## config.mk

```make
export PLATFORM = sky130hd
export DESIGN_NAME = pe_req_conditioner_flat
export DESIGN_NICKNAME = d
export VERILOG_FILES = /design/src/rtl/pe_req_conditioner_pkg.sv /design/src/rtl/pe_req_conditioner_if.sv /design/src/rtl/pe_req_conditioner_bit_filter.sv /design/src/rtl/pe_req_conditioner.sv /design/src/flat_wrapper.sv
export SDC_FILE = /design/constraint.sdc
export NUM_CORES = 1
export LEC_CHECK = 0
export BUFFER_PORTS_ARGS = -buffer_cell sky130_fd_sc_hd__buf_2
export CORE_UTILIZATION = 47
export CTS_BUF_LIST = sky130_fd_sc_hd__clkbuf_4 sky130_fd_sc_hd__clkbuf_8
export DETAILED_ROUTE_END_ITERATION = 7
export PLACE_DENSITY = 0.72
export SLEW_MARGIN = 40
export SYNTH_ARGS = -nofsm -noshare
export SYNTH_HDL_FRONTEND = slang
export SYNTH_SLANG_ARGS = --single-unit
```

## constraint.sdc

```tcl
create_clock -name wb_clk_i -period 1.15 [get_ports wb_clk_i]
set_input_delay 0.115 -clock wb_clk_i [delete_from_list [all_inputs] [get_ports wb_clk_i]]
set_output_delay 0.115 -clock wb_clk_i [all_outputs]
set_load 0.03 [all_outputs]
```

## src/rtl/pe_req_conditioner_pkg.sv

```systemverilog
// Shared constants for the priority-encoder request conditioner.
// Latency: none (declarations only).
// Backpressure: none (declarations only).
package pe_pkg;

  localparam int PE_WIDTH            = 8;
  localparam int PE_DEBOUNCE_DEFAULT = 4;

  // Per-bit mode encoding used on edge_mode_i.
  localparam logic PE_MODE_LEVEL = 1'b0;
  localparam logic PE_MODE_EDGE  = 1'b1;

endpackage

```

## src/rtl/pe_req_conditioner_if.sv

```systemverilog
// Request/mode/clear inputs and conditioned request outputs of the conditioner.
// Latency: none (wiring only).
// Backpressure: none; requests are levels or latched pending bits, never handshaked.
// Ports: req_raw_i/edge_mode_i/clr_i/en_i toward the conditioner;
//        req_o/any_o/ovf_o/new_o back toward the encoder side.
interface pe_req_conditioner_if
  import pe_pkg::*;
#(
  parameter int WIDTH = PE_WIDTH
);

  logic [WIDTH-1:0] req_raw_i;
  logic [WIDTH-1:0] edge_mode_i;
  logic [WIDTH-1:0] clr_i;
  logic             en_i;
  logic [WIDTH-1:0] req_o;
  logic             any_o;
  logic [WIDTH-1:0] ovf_o;
  logic             new_o;

  modport master (
    output req_raw_i, edge_mode_i, clr_i, en_i,
    input  req_o, any_o, ovf_o, new_o
  );

  modport slave (
    input  req_raw_i, edge_mode_i, clr_i, en_i,
    output req_o, any_o, ovf_o, new_o
  );

endinterface

```

## src/rtl/pe_req_conditioner_bit_filter.sv

```systemverilog
// One request line: 2-flop synchroniser, debounce counter, stable value db and a db rise pulse.
// Latency: raw change sampled at edge t reaches db at edge t+DEBOUNCE+1; db_rise is high that cycle.
// Backpressure: none; the filter free-runs every clock.
// Ports: clk, rst_n (async active-low), raw (asynchronous pad input),
//        db (debounced level), db_rise (one-cycle pulse coincident with db going 0->1).
module pe_bit_filter #(
  parameter int DEBOUNCE = 4
) (
  input  logic clk,
  input  logic rst_n,
  input  logic raw,
  output logic db,
  output logic db_rise
);

  localparam int CNT_W = (DEBOUNCE > 1) ? $clog2(DEBOUNCE) : 1;
  localparam logic [CNT_W-1:0] CNT_MAX = CNT_W'(DEBOUNCE - 1);

  logic             s_meta;
  logic             s;
  logic [CNT_W-1:0] cnt;
  logic             accept;

  // The synchronised sample has disagreed with db for DEBOUNCE consecutive cycles.
  assign accept = (s != db) && (cnt == CNT_MAX);

  always_ff @(posedge clk or negedge rst_n) begin
    if (!rst_n) begin
      s_meta  <= 1'b0;
      s       <= 1'b0;
      db      <= 1'b0;
      cnt     <= '0;
      db_rise <= 1'b0;
    end else begin
      s_meta  <= raw;
      s       <= s_meta;
      db_rise <= accept & s;
      if (s == db) begin
        cnt <= '0;
      end else if (accept) begin
        db  <= s;
        cnt <= '0;
      end else begin
        cnt <= cnt + CNT_W'(1);
      end
    end
  end

endmodule

```

## src/rtl/pe_req_conditioner.sv

```systemverilog
// Conditions raw pad requests into a clean 8-bit vector (bit 0 highest priority) for the priority encoder.
// Latency: raw change sampled at edge t shows on req_o after edge t+DEBOUNCE+2; en_i gates req_o combinationally.
// Backpressure: none; edge requests stay pending until cleared through clr_i.
// Ports: wb_clk_i, wb_rst_ni (async active-low), bus (slave side of pe_req_conditioner_if):
//        req_raw_i, edge_mode_i, clr_i, en_i in; req_o, any_o, ovf_o, new_o out.
module pe_req_conditioner
  import pe_pkg::*;
#(
  parameter int WIDTH    = PE_WIDTH,
  parameter int DEBOUNCE = PE_DEBOUNCE_DEFAULT
) (
  input logic                  wb_clk_i,
  input logic                  wb_rst_ni,
  pe_req_conditioner_if.slave  bus
);

  logic [WIDTH-1:0] db;
  logic [WIDTH-1:0] db_rise;
  logic [WIDTH-1:0] p;
  logic [WIDTH-1:0] p_nxt;
  logic [WIDTH-1:0] p_d;
  logic [WIDTH-1:0] ovf;
  logic [WIDTH-1:0] ovf_nxt;
  logic             new_q;

  for (genvar i = 0; i < WIDTH; i++) begin : g_bit
    pe_bit_filter #(
      .DEBOUNCE (DEBOUNCE)
    ) u_filt (
      .clk     (wb_clk_i),
      .rst_n   (wb_rst_ni),
      .raw     (bus.req_raw_i[i]),
      .db      (db[i]),
      .db_rise (db_rise[i])
    );
  end

  always_comb begin
    p_nxt   = p;
    ovf_nxt = ovf;
    for (int i = 0; i < WIDTH; i++) begin
      if (bus.edge_mode_i[i] == PE_MODE_EDGE) begin
        // A new edge beats a simultaneous clear.
        p_nxt[i]   = db_rise[i] | (p[i] & ~bus.clr_i[i]);
        // When clear and edge coincide the clear retires the old request and
        // the edge becomes the pending one, so nothing was lost.
        ovf_nxt[i] = ~bus.clr_i[i] & (ovf[i] | (db_rise[i] & p[i]));
      end else begin
        p_nxt[i]   = db[i];
        ovf_nxt[i] = ovf[i] & ~bus.clr_i[i];
      end
    end
  end

  always_ff @(posedge wb_clk_i or negedge wb_rst_ni) begin
    if (!wb_rst_ni) begin
      p     <= '0;
      p_d   <= '0;
      ovf   <= '0;
      new_q <= 1'b0;
    end else begin
      p     <= p_nxt;
      p_d   <= p;
      ovf   <= ovf_nxt;
      // Looks at the already-registered p so the pulse lands one edge after p rises.
      new_q <= |(p & ~p_d);
    end
  end

  assign bus.req_o = p & {WIDTH{bus.en_i}};
  assign bus.any_o = |bus.req_o;
  assign bus.ovf_o = ovf;
  assign bus.new_o = new_q;

endmodule

```

## src/flat_wrapper.sv

```systemverilog
// flat-port wrapper written by rule: the top's interface ports become plain ports
module pe_req_conditioner_flat import pe_pkg::*;
#(
  parameter int WIDTH    = PE_WIDTH,
  parameter int DEBOUNCE = PE_DEBOUNCE_DEFAULT
)
  (wb_clk_i, wb_rst_ni, bus_req_raw_i, bus_edge_mode_i, bus_clr_i, bus_en_i, bus_req_o, bus_any_o, bus_ovf_o, bus_new_o);
  pe_req_conditioner_if #(.WIDTH(WIDTH)) bus_i ();
  input logic wb_clk_i;
  input logic wb_rst_ni;
  input wire logic [$bits(bus_i.req_raw_i)-1:0] bus_req_raw_i;
  input wire logic [$bits(bus_i.edge_mode_i)-1:0] bus_edge_mode_i;
  input wire logic [$bits(bus_i.clr_i)-1:0] bus_clr_i;
  input wire logic [$bits(bus_i.en_i)-1:0] bus_en_i;
  output wire logic [$bits(bus_i.req_o)-1:0] bus_req_o;
  output wire logic [$bits(bus_i.any_o)-1:0] bus_any_o;
  output wire logic [$bits(bus_i.ovf_o)-1:0] bus_ovf_o;
  output wire logic [$bits(bus_i.new_o)-1:0] bus_new_o;
  assign bus_i.req_raw_i = bus_req_raw_i;
  assign bus_i.edge_mode_i = bus_edge_mode_i;
  assign bus_i.clr_i = bus_clr_i;
  assign bus_i.en_i = bus_en_i;
  assign bus_req_o = bus_i.req_o;
  assign bus_any_o = bus_i.any_o;
  assign bus_ovf_o = bus_i.ovf_o;
  assign bus_new_o = bus_i.new_o;
  pe_req_conditioner #(.WIDTH(WIDTH), .DEBOUNCE(DEBOUNCE)) u_core (.wb_clk_i(wb_clk_i), .wb_rst_ni(wb_rst_ni), .bus(bus_i));
endmodule
```

---- Word level (Yosys, flattened, before mapping) ----
Cells that the tools add are included.
word-level totals
  output and inout bits ................... 18
  ROM bits ................................ 0
  memories ................................ 0
  register bits after elaboration ......... 73
  memory bits (writable) .................. 0
  latch bits .............................. 0
  bits of input ports ..................... 27
cells by class
  order comparisons ....................... 0
  divide/modulo/power cells ............... 0
  shifts and indexed selects .............. 0
  reduce and logical (&&, ||, !) cells .... 18
  bitwise logic cells ..................... 75
  $mul .................................... 0
  add/sub/neg operators ................... 8
  muxes and demuxes ....................... 32
  equality and inequality tests ........... 24
operators by type and width
  operator                                                        count
  1-bit AND                                                       40
  2-bit 2-to-1 mux                                                16
  2-bit by 1-bit adder with 2-bit output (second input constant)  8
  8-bit AND                                                       2
  2-bit equality test (second input constant)                     8
  1-bit 2-to-1 mux                                                16
  1-bit NOT                                                       16
  1-bit OR                                                        16
  2-bit AND reduction                                             8
  8-bit OR reduction                                              2
  1-bit equality test                                             8
  1-bit logical AND                                               8
  1-bit inequality test                                           8
  8-bit NOT                                                       1

---- Logic depth before layout (Yosys ltp) ----
Gate-level depths: netlist of the first run.
  word-level depth ........................ 4
  mapped depth ............................ 3
  gate-level depth less buffers ........... 3

---- By module ----
From an unflattened synthesis of the first run, not the netlist that was laid out.
unflattened totals
  cells, all modules ...................... 209
  area total of the unflattened synthesis .. 2611.3 µm²
by module, submodules not included
  module              area each (µm²)  cells each  times used  seq. area each (µm²)
  pe_bit_filter       203.9            14          8           150.1
  pe_req_conditioner  979.7            97          1           625.6

---- Worst setup path before layout of the first run ----
OpenSTA, ideal clock, no wires.
  kind .................................... reg-to-output
  start ................................... register u_core.p[0]
  end ..................................... output bus_any_o
  data arrival time ....................... 1168 ps
  path buffers ............................ 0
  cell stages (with the launch flop) ...... 3
  path slack .............................. -133 ps
  data required time ...................... 1035 ps
  path through ............................ dfrtp_1 > nor4_1 > a21boi_0
between the ends
  longest elaborated chain between the ends .. 2
RTL lines
  what                    line                      text
  start, declared         pe_req_conditioner.sv:19  logic [WIDTH-1:0] p;
  start signal, assigned  pe_req_conditioner.sv:62  p <= p_nxt;
  8-bit AND               pe_req_conditioner.sv:70  assign bus.req_o = p & {WIDTH{bus.en_i}};
  8-bit OR reduction      pe_req_conditioner.sv:71  assign bus.any_o = |bus.req_o;
  end, declared           flat_wrapper.sv:16        output wire logic [$bits(bus_i.any_o)-1:0] bus_any_o;
Every way passes these cells.

---- Final worst setup path of the first run ----
  start ................................... register u_core.p[1]
  end ..................................... output bus_any_o
Same word-level chain as after synthesis.

==> results summary, run 1 <==
The post-synthesis sequential element count is 73. The worst-case setup slack after placement came out at -0.0458 ns. The floorplan has 26 rows. Power spread over the standard cell area amounts to 2060 nW/µm². Setup total negative slack on the finished layout was measured at -1.33 ns. The clock net in this run drives a total of 73 sinks. The overall global routing resource usage is 17.8%. On the final layout, the worst clock skew is 0.00428 ns. The first-iteration detailed-routing DRC count is 54. Along the worst path, the maximum fanout reaches 3. The clock root buffer master is sky130_fd_sc_hd__clkbuf_8. The chip height is 76.2 µm.

Combinational logic burns 24.9% of the power. The diode insertion count for antenna repair came out at 0. The number of buffers created by CTS is 9.

The final routed wire length divided by cell count came out at 12.3 µm. The required time of the worst setup path is 1.03 ns. The overall power of the completed layout came out at 7440 µW. The worst relative slew slack is 82.4%. The via count of the first global-routing pass is 1744.

The synthesized instance count came out at 197. Global routing used 8.14% of the available met3 tracks. The first global-routing pass estimated 7820 µm of wire. The checks that failed: negative setup slack.

Synthesis instantiated 21 different standard cells from the library. The estimated wirelength of the detail-placed design came out at 2890 µm. The placeable core region came out at 5200 µm².

The clock-pin slew on the worst setup and hold paths came out at 0.07 ns. The flow ran to the end, but the final reports show violations. The buffer depth of the longest clock path is 2. The clock tree from TritonCTS is done.

After detailed routing, the number of vias per cell comes to 4.67. Internal power comes to 5350 µW. Across the run, the number of max-cap violations was 0. The worst-case IR drop observed on VDD is 0.00123 V. The net switching component of the power came out at 2080 µW. The number of setup violations in the final report came out at 10.

The residual overflow from global routing came out at 0. The met1 demand-to-capacity share in global routing is 22.5%. The hold violation count in the final report was 0. After synthesis, the mean cell area works out to 13.1 µm². Setup repair after global routing could not meet its margin everywhere. The clock latency at the later pin of the worst-skew pair came out at 0.33 ns. The delay of the slowest cell on the worst path came out at 0.41 ns. The via count is 1718. For this run, global-route usage on met2 was measured as 26.8%. By startpoint and endpoint, the worst setup path is classified as flip-flop to output port. The classification of the worst-slack hold path is input port to asynchronous set/reset pin.

The final weighted congestion in routability-driven placement came out at 0.762. STA classifies the critical path endpoint as an output port. Walking the worst path, the cells encountered are nor4_2 -> a21boi_1 -> buf_4. The number of buffers added on ports is 44. The count of unresolved DRC violations after routing is 0. The detail route stage leaves a number of antenna-violating nets equal to 0. The total number of nets in the final design is 329.

The number of antenna violations at the first check in global routing came out at 0. Summing every instance area after synthesis gives 2590 µm². The static power due to leakage is 0.00180 µW. The initial cell density of the core is 49.7%. The count of pins on the block boundary came out at 45. The final count of pins violating max slew came out at 0. The post-route netlist has 31.2% of its cells at a drive strength greater than 1.

The category of cells accounting for the largest share of critical-path delay is flip-flops. The smallest setup slack after layout is -0.275 ns. The fmax is 702 MHz.

Per report_power, the clock group accounts for 27.1% of the total. The chip width came out at 76.2 µm. The number of synthesis warnings is 0. The share of the clock period used by the worst path after layout came out at 124%.

The sequential group share of total power came out at 48.0%. For the pin with the worst max-slew slack, the measured transition is 0.264 ns. The detailed-routing iteration count for the pre-antenna-repair pass came out at 4.

The layer flagged by global routing as most heavily used is met2. The highest-delay cell along the critical path is sky130_fd_sc_hd__dfrtp_1. The layout-stage area growth over the synthesis result came out at 39.3%.

The sequential area share after synthesis came out at 70.6%. The combined buffer and inverter count along the critical path is 1. The count of H-tree levels built during CTS came out at 3.

When the netlist entered floorplanning its net count stood at 232. The data arrival at the endpoint of the critical path is 1.31 ns. The die area is 5810 µm².

The routed design has 4530 µm of wire. The post-route minimum period came out at 1.42 ns. The net switching share of the total power came out at 28.0%. The critical path launch point type is a flip-flop.

The pin count of the biggest net entering global routing is 41.
-- cells by family after synthesis --
logic type      Yosys count  synth area share, %
flops                    73                 70.6
compound gates           33                 7.06
xor+xnor                  8                 2.71
fa+ha+maj                 8                 3.87
simple gates             55                 11.7
mux                       4                 1.74
buf+inv                  16                 2.32
-- worst paths after layout --
| path | startpoint | endpoint | slack, ns | depth (start not counted) |
|---|---|---|---|---|
| max | u_core.p[1] | bus_any_o | -0.27 | 3 |
| min | wb_rst_ni | u_core.g_bit[0].u_filt.s_meta | 0.19 | 2 |
| max reg2reg | u_core.p[7] | u_core.bus.new_o | -0.16 | 4 |
| min reg2reg | u_core.g_bit[2].u_filt.s_meta | u_core.g_bit[2].u_filt.s | 0.35 | 0 |
| max in group asynchronous | wb_rst_ni | u_core.p[4] | 0.46 | 3 |
| min in group wb_clk_i | u_core.g_bit[2].u_filt.s_meta | u_core.g_bit[2].u_filt.s | 0.35 | 0 |
-- layout make-up --
cell class | count | area, µm²
well taps | 70 | 87.6
flip-flops and latches | 73 | 1830
repair buffers | 86 | 684
clock buffers | 13 | 166
clock inverters | 2 | 37.5
inverters | 16 | 60.1
fillers | 378 | 1600
multi-input cells | 108 | 743
-- per-layer routing --
metal	up-vias	part of all wire, %
met5	-	0
met4	0	2.6
met3	14	5.3
met2	46	47
met1	803	45
li1	855	-
-- cells in the final DEF (no fill, tap or decap), types with 2 or more instances in the layout --
master	synthesis	routed
sky130_fd_sc_hd__nor3b_1	3	3
sky130_fd_sc_hd__buf_2	0	34
sky130_fd_sc_hd__and2_1	10	4
sky130_fd_sc_hd__nor2b_1	9	9
sky130_fd_sc_hd__o21ai_0	12	6
sky130_fd_sc_hd__and3b_1	4	4
sky130_fd_sc_hd__dfrtp_1	73	72
sky130_fd_sc_hd__clkbuf_8	0	11
sky130_fd_sc_hd__clkbuf_4	0	2
sky130_fd_sc_hd__buf_4	0	13
sky130_fd_sc_hd__nand2_1	4	4
sky130_fd_sc_hd__nor4_2	0	2
sky130_fd_sc_hd__nor3_1	5	5
sky130_fd_sc_hd__dlygate4sd3_1	0	25
sky130_fd_sc_hd__inv_1	16	15
sky130_fd_sc_hd__ha_1	8	8
sky130_fd_sc_hd__a31oi_1	8	7
sky130_fd_sc_hd__a21oi_1	8	8
sky130_fd_sc_hd__nor2_1	16	16
sky130_fd_sc_hd__o22ai_1	4	3
sky130_fd_sc_hd__buf_6	0	13
sky130_fd_sc_hd__xnor2_1	5	5
sky130_fd_sc_hd__o21ai_1	0	6
sky130_fd_sc_hd__mux2_2	4	4
sky130_fd_sc_hd__xor2_1	3	3
sky130_fd_sc_hd__and2_4	0	7
-- power by group through the flow --
stage                     clock network, µW  registers (µW)  logic [µW]
after floorplan                           0            3560         934
after global placement                    0            3560        1420
after detailed placement                  0            3590        1460
after CTS                              2060            3560        1750
after global routing                   2190            3650        2080
final                                  2010            3570        1850
-- flip-flops by register name, indices dropped and copies added, names as in the netlist --
signal	count
u_core.bus.ovf_o	8
u_core.p_d	8
u_core.g_bit.u_filt.db_rise	8
u_core.g_bit.u_filt.db	8
u_core.g_bit.u_filt.s_meta	8
u_core.bus.new_o	1
u_core.p	8
u_core.g_bit.u_filt.s	8
u_core.g_bit.u_filt.cnt	16
-- through the flow --
step / hold slack [ns] / util, % / instances / cell area [µm²]
global route: 0.204 / 69.3 / 368 / 3610
CTS: 0.0164 / 68.2 / 364 / 3550
global placement: 0.0106 / 57.1 / 319 / 2970
floorplan: -0.181 / - / 197 / 2590
detailed placement: 0.0151 / 57.1 / 319 / 2970
finish: 0.193 / 69.3 / 368 / 3610
-- cells in the mapped netlist --
| cell | number | area, µm² |
|---|---|---|
| sky130_fd_sc_hd__o21ai_0 | 12 | 60.1 |
| sky130_fd_sc_hd__dfrtp_1 | 73 | 1830 |
| sky130_fd_sc_hd__inv_1 | 16 | 60.1 |
| sky130_fd_sc_hd__mux2_2 | 4 | 45.0 |
| sky130_fd_sc_hd__xor2_1 | 3 | 26.3 |
| sky130_fd_sc_hd__xnor2_1 | 5 | 43.8 |
| sky130_fd_sc_hd__a21oi_1 | 8 | 40.0 |
| sky130_fd_sc_hd__nor3b_1 | 3 | 22.5 |
| sky130_fd_sc_hd__nor2b_1 | 9 | 56.3 |
| sky130_fd_sc_hd__a31oi_1 | 8 | 50.1 |
| sky130_fd_sc_hd__nor4_1 | 2 | 12.5 |
| sky130_fd_sc_hd__and3b_1 | 4 | 35.0 |
| sky130_fd_sc_hd__nor2_1 | 16 | 60.1 |
| sky130_fd_sc_hd__a21boi_0 | 1 | 7.51 |
| sky130_fd_sc_hd__nor3_1 | 5 | 25.0 |
| sky130_fd_sc_hd__or4_1 | 1 | 7.51 |
| sky130_fd_sc_hd__nand2_1 | 4 | 15.0 |
| sky130_fd_sc_hd__and2_2 | 1 | 7.51 |
| sky130_fd_sc_hd__o22ai_1 | 4 | 25.0 |
| sky130_fd_sc_hd__ha_1 | 8 | 100 |
| sky130_fd_sc_hd__and2_1 | 10 | 62.6 |
-- what timing repair did --
item,in CTS,in global routing
hold buffers,24,1
hold endpoints to repair,96,1
pin swaps,5,3
resized for setup,28,14
buffers inserted,6,4
setup endpoints to repair,10,12
gates cloned,0,0
No activity file was read; power rests on OpenSTA's default activity.
==> inputs of run 2 (changes only) <==
--- a/config.mk
+++ b/config.mk
@@ -5,6 +5,7 @@
 export SDC_FILE = /design/constraint.sdc
 export NUM_CORES = 1
 export LEC_CHECK = 0
+export ABC_AREA = 1
 export BUFFER_PORTS_ARGS = -buffer_cell sky130_fd_sc_hd__buf_2
 export CORE_UTILIZATION = 47
 export CTS_BUF_LIST = sky130_fd_sc_hd__clkbuf_4 sky130_fd_sc_hd__clkbuf_8
==> run 2 against run 1 <==
Against the previous run: the flow still finishes with violations (negative setup slack); die area grew 5.2%; clock-buffer cell count did not move; final area shrank 3.2%; largest cell class unchanged.
==> results summary, run 2 <==
The post-route minimum period is 1.29 ns (-0.135 ns). The flip-flop count of the largest register, all copies and words added is 16 (unchanged). The area taken by flip-flops and latches came to 1830 µm² (about the same). The count of pins on the block boundary came to 45 (unchanged). The share of the clock period used by the worst path after layout was 112% (-12 points).

The number of setup violations in the final report is 3 (-7). The clock latency at the later pin of the worst-skew pair is 0.33 ns (about the same). The fmax is 775 MHz (+10%). The proportion of synthesized flip-flops having asynchronous set or reset came out at 100% (unchanged). The most used standard cell by instance count after synthesis is sky130_fd_sc_hd__dfrtp_1.

The wire length of the first global-routing pass is 7770 µm (-0.61%). The residual overflow from global routing came to 0 (unchanged). The layout-stage area growth over the synthesis result came out at 28.1%.

The post-synthesis sequential element count is 73 (unchanged). The number of placed instances, taps included is 375 (+18%). The synthesized instance count came to 256 (+30%). The CTS sink count came out at 73 (unchanged). The die area is 6110 µm² (+5.2%). TritonCTS built the clock tree.

The chip height is 78.2 µm (+2.6%). STA classifies the critical path endpoint as an output port. The post-detailed-placement cell area is 3080 µm² (+3.7%). The final routed wire length divided by cell count is 10.6 µm (-14%). The worst-case setup slack after placement is 0.134 ns (+0.180 ns). The pin count of the biggest net entering global routing came to 29 (-29%).

The netlist area before placement is 2730 µm² (+5.3%). The detailed-route vias per instance came out at 4.48 (-4.1%). The register with the most flip-flops is u_core.g_bit.u_filt.cnt. The count of unresolved DRC violations after routing is 0 (unchanged). The count of flip-flops with a built-in enable after synthesis came out at 0 (unchanged). The chip width is 78.2 µm (+2.6%). In this design, the critical path's most frequently occurring cell is sky130_fd_sc_hd__nand2_2.

The count of non-filler cells in the finished layout is 409 (+11%). The final count of pins violating max slew was 0 (unchanged). The worst hold path belongs to the class input port to flip-flop. The fraction of layout cells with a size suffix above 1 came out at 26.1% (-5.1 points). The most common flop cell mapped by yosys is sky130_fd_sc_hd__dfrtp_1. The worst relative slew slack is 74.7% (-7.7 points). The initial cell density of the core is 49.2% (-0.53 points). The root buffer cell chosen for the clock tree is sky130_fd_sc_hd__clkbuf_8.

The critical path is of the flip-flop to output port type. The worst vdd rail ir drop is 0.00111 V (-9.5%). The static power due to leakage is 0.00186 µW (+3.5%). The startpoint of the most critical setup path is u_core.p[2]. The number of antenna violations at the first check in global routing is 0 (unchanged). The final design area excluding fillers came out at 3490 µm² (-3.2%). The count of unique library cells instantiated by Yosys came to 15 (-29%).

The average instance area after synthesis is 10.6 µm² (-19%). The power density normalized to cell area came out at 2090 nW/µm² (+1.3%). The required time of the worst setup path was 1.03 ns (about the same). The slew at the pin closest to its max-slew limit came to 0.379 ns (+0.115 ns). The total negative slack came out at -0.173 ns (+1.16 ns). The buffer depth of the longest clock path is 2 (unchanged). The total detailed-routing wirelength is 4340 µm (-4.2%).

The data arrival at the endpoint of the critical path came out at 1.18 ns (-0.13 ns). Traced cell by cell, the critical path runs through nand2_2 -> nand2_2 -> nor2_2 -> nand2_1 -> buf_6. The estimated wirelength of the detail-placed design came out at 3050 µm (+5.8%). By count the netlist is led by sky130_fd_sc_hd__dfrtp_1, sky130_fd_sc_hd__nand2_1, sky130_fd_sc_hd__inv_1, sky130_fd_sc_hd__nor2_1, sky130_fd_sc_hd__o21ai_1. The via count of the first global-routing pass is 1828 (+4.8%). Setup repair after global routing could not meet its margin everywhere. The number of synthesis warnings came out at 0 (unchanged). The flow ran to the end, but the final reports show violations. The number of fillers in the final layout is 466 (+23%).

The hold violation count in the final report came to 0 (unchanged). The overall global routing resource usage came out at 16.9% (-0.85 points). The synthesized design spends more area on one cell type than any other, namely sky130_fd_sc_hd__dfrtp_1. For this design, the slowest cell found on the critical path is sky130_fd_sc_hd__dfrtp_1. The most common cell after layout, fill and taps aside is sky130_fd_sc_hd__dfrtp_1. The checks that failed: negative setup slack. The final weighted congestion in routability-driven placement was 0.787 (+3.3%). The number of buffers added on ports came out at 44 (unchanged).

The total number of nets in the final design is 367 (+12%). The clock-pin slew on the worst setup and hold paths came out at 0.07 ns (about the same). The top fanout value on the critical path came out at 2 (-1). The max-capacitance violation count is 0 (unchanged). The smallest setup slack after layout came out at -0.140 ns (+0.135 ns). The via count is 1832 (+6.6%).

The first-iteration detailed-routing DRC count came out at 25 (-54%). The number of nets with antenna violations after routing came to 0 (unchanged). The placeable core region is 5540 µm² (+6.4%).

The reg-to-reg startpoint is u_core.p[2]. STA classifies the critical path startpoint as a flip-flop. The detailed-routing iteration count for the pre-antenna-repair pass came out at 4 (unchanged). The area share of the leading cell type in the synthesized netlist came to 67.0% (-3.6 points). The area occupied by multi-input gates is 756 µm² (+1.7%).

The worst clock skew on the final layout was 0.00528 ns (+0.00101 ns). In the layout the commonest cells are sky130_fd_sc_hd__dfrtp_1, sky130_fd_sc_hd__nand2_1, sky130_fd_sc_hd__inv_1, sky130_fd_sc_hd__buf_2, sky130_fd_sc_hd__nor2_1. The number of rows created at floorplan came out at 27 (+3.8%). The post-synth net total was 291 (+25%).

The delay of the slowest cell on the worst path came to 0.40 ns (about the same). The number of buffers created by CTS came out at 9 (unchanged). The sequential area share after synthesis was 67.0% (-3.6 points). The diode insertion count for antenna repair is 0 (unchanged). In this run the most critical hold path is launched from bus_edge_mode_i[1].

The count of H-tree levels built during CTS is 3 (unchanged). By area the synthesized netlist is led by sky130_fd_sc_hd__dfrtp_1, sky130_fd_sc_hd__nand2_1, sky130_fd_sc_hd__inv_1.
run 2: power by group:
part | leakage, µW | total [µW] | switching (µW) | internal [µW]
Clock | 0.000100 | 1770 | 831 | 939
Sequential | 0.000936 | 3480 | 310 | 3170
Combinational | 0.000824 | 2040 | 1110 | 932
Total | 0.00186 | 7300 | 2250 | 5050
run 2: what timing repair did:
item | in CTS | in global routing
setup buffers | 8 | 2
hold endpoints to repair | 34 | 0
hold buffers | 9 | 0
pin swaps | 2 | 6
setup endpoints to repair | 7 | 8
gates resized for setup | 7 | 28
run 2: cell families (layout without fill, tap and decap cells):
| group | Yosys count | count (layout) | synth area share (%) |
|---|---|---|---|
| and+or+nand+nor | 102 | 102 | 15.7 |
| DFF | 73 | 73 | 67.0 |
| buffers and inverters | 41 | 122 | 5.92 |
| AOI/OAI and AO/OA | 24 | 24 | 5.14 |
| adders and majority gates | 8 | 8 | 3.67 |
| xor gates and xnor gates | 8 | 8 | 2.57 |
run 2: through the flow:
step	utilization [%]	hold WS [ns]	total power [µW]
floorplan	-	-0.181	4740
global placement	55.6	0.0643	5190
detailed placement	55.6	0.0679	5290
CTS	62.0	0.00184	7300
global route	63.1	0.0148	7890
finish	63.1	0.0133	7300
run 2: critical path: cells and delay by family (launching register included):
family | cells | cell delay [ns]
flops | 1 | 0.40
simple gates | 4 | 0.32
buf+inv | 1 | 0.14
run 2: worst paths after layout:
path | to | slack [ns] | cells past startpoint
worst max-delay path | bus_any_o | -0.14 | 5
worst min-delay path | u_core.p[1] | 0.01 | 2
worst max register to register | u_core.bus.new_o | 0.12 | 6
worst min register to register | u_core.g_bit[5].u_filt.s | 0.35 | 0
max in group asynchronous | u_core.p[3] | 0.45 | 3
min in group asynchronous | u_core.g_bit[6].u_filt.s_meta | 0.25 | 2
run 2: cell type report:
type | instances | area share, %
clock buffers | 13 | 4.76
repair buffers | 66 | 14.0
flip-flops and latches | 73 | 52.3
inverters | 40 | 4.30
clock inverters | 3 | 0.430
multi-input cells | 142 | 21.6
well taps | 72 | 2.58
run 2: metal layers:
layer / routed length (µm) / part of all wire (%) / GRT usage, % / vias to the layer above
met5: 0 / 0 / 0 / -
met4: 71 / 1.6 / 6.11 / 0
met3: 203 / 4.7 / 6.63 / 10
met2: 2020 / 47 / 27.9 / 39
met1: 2040 / 47 / 20.2 / 841
li1: - / - / - / 942
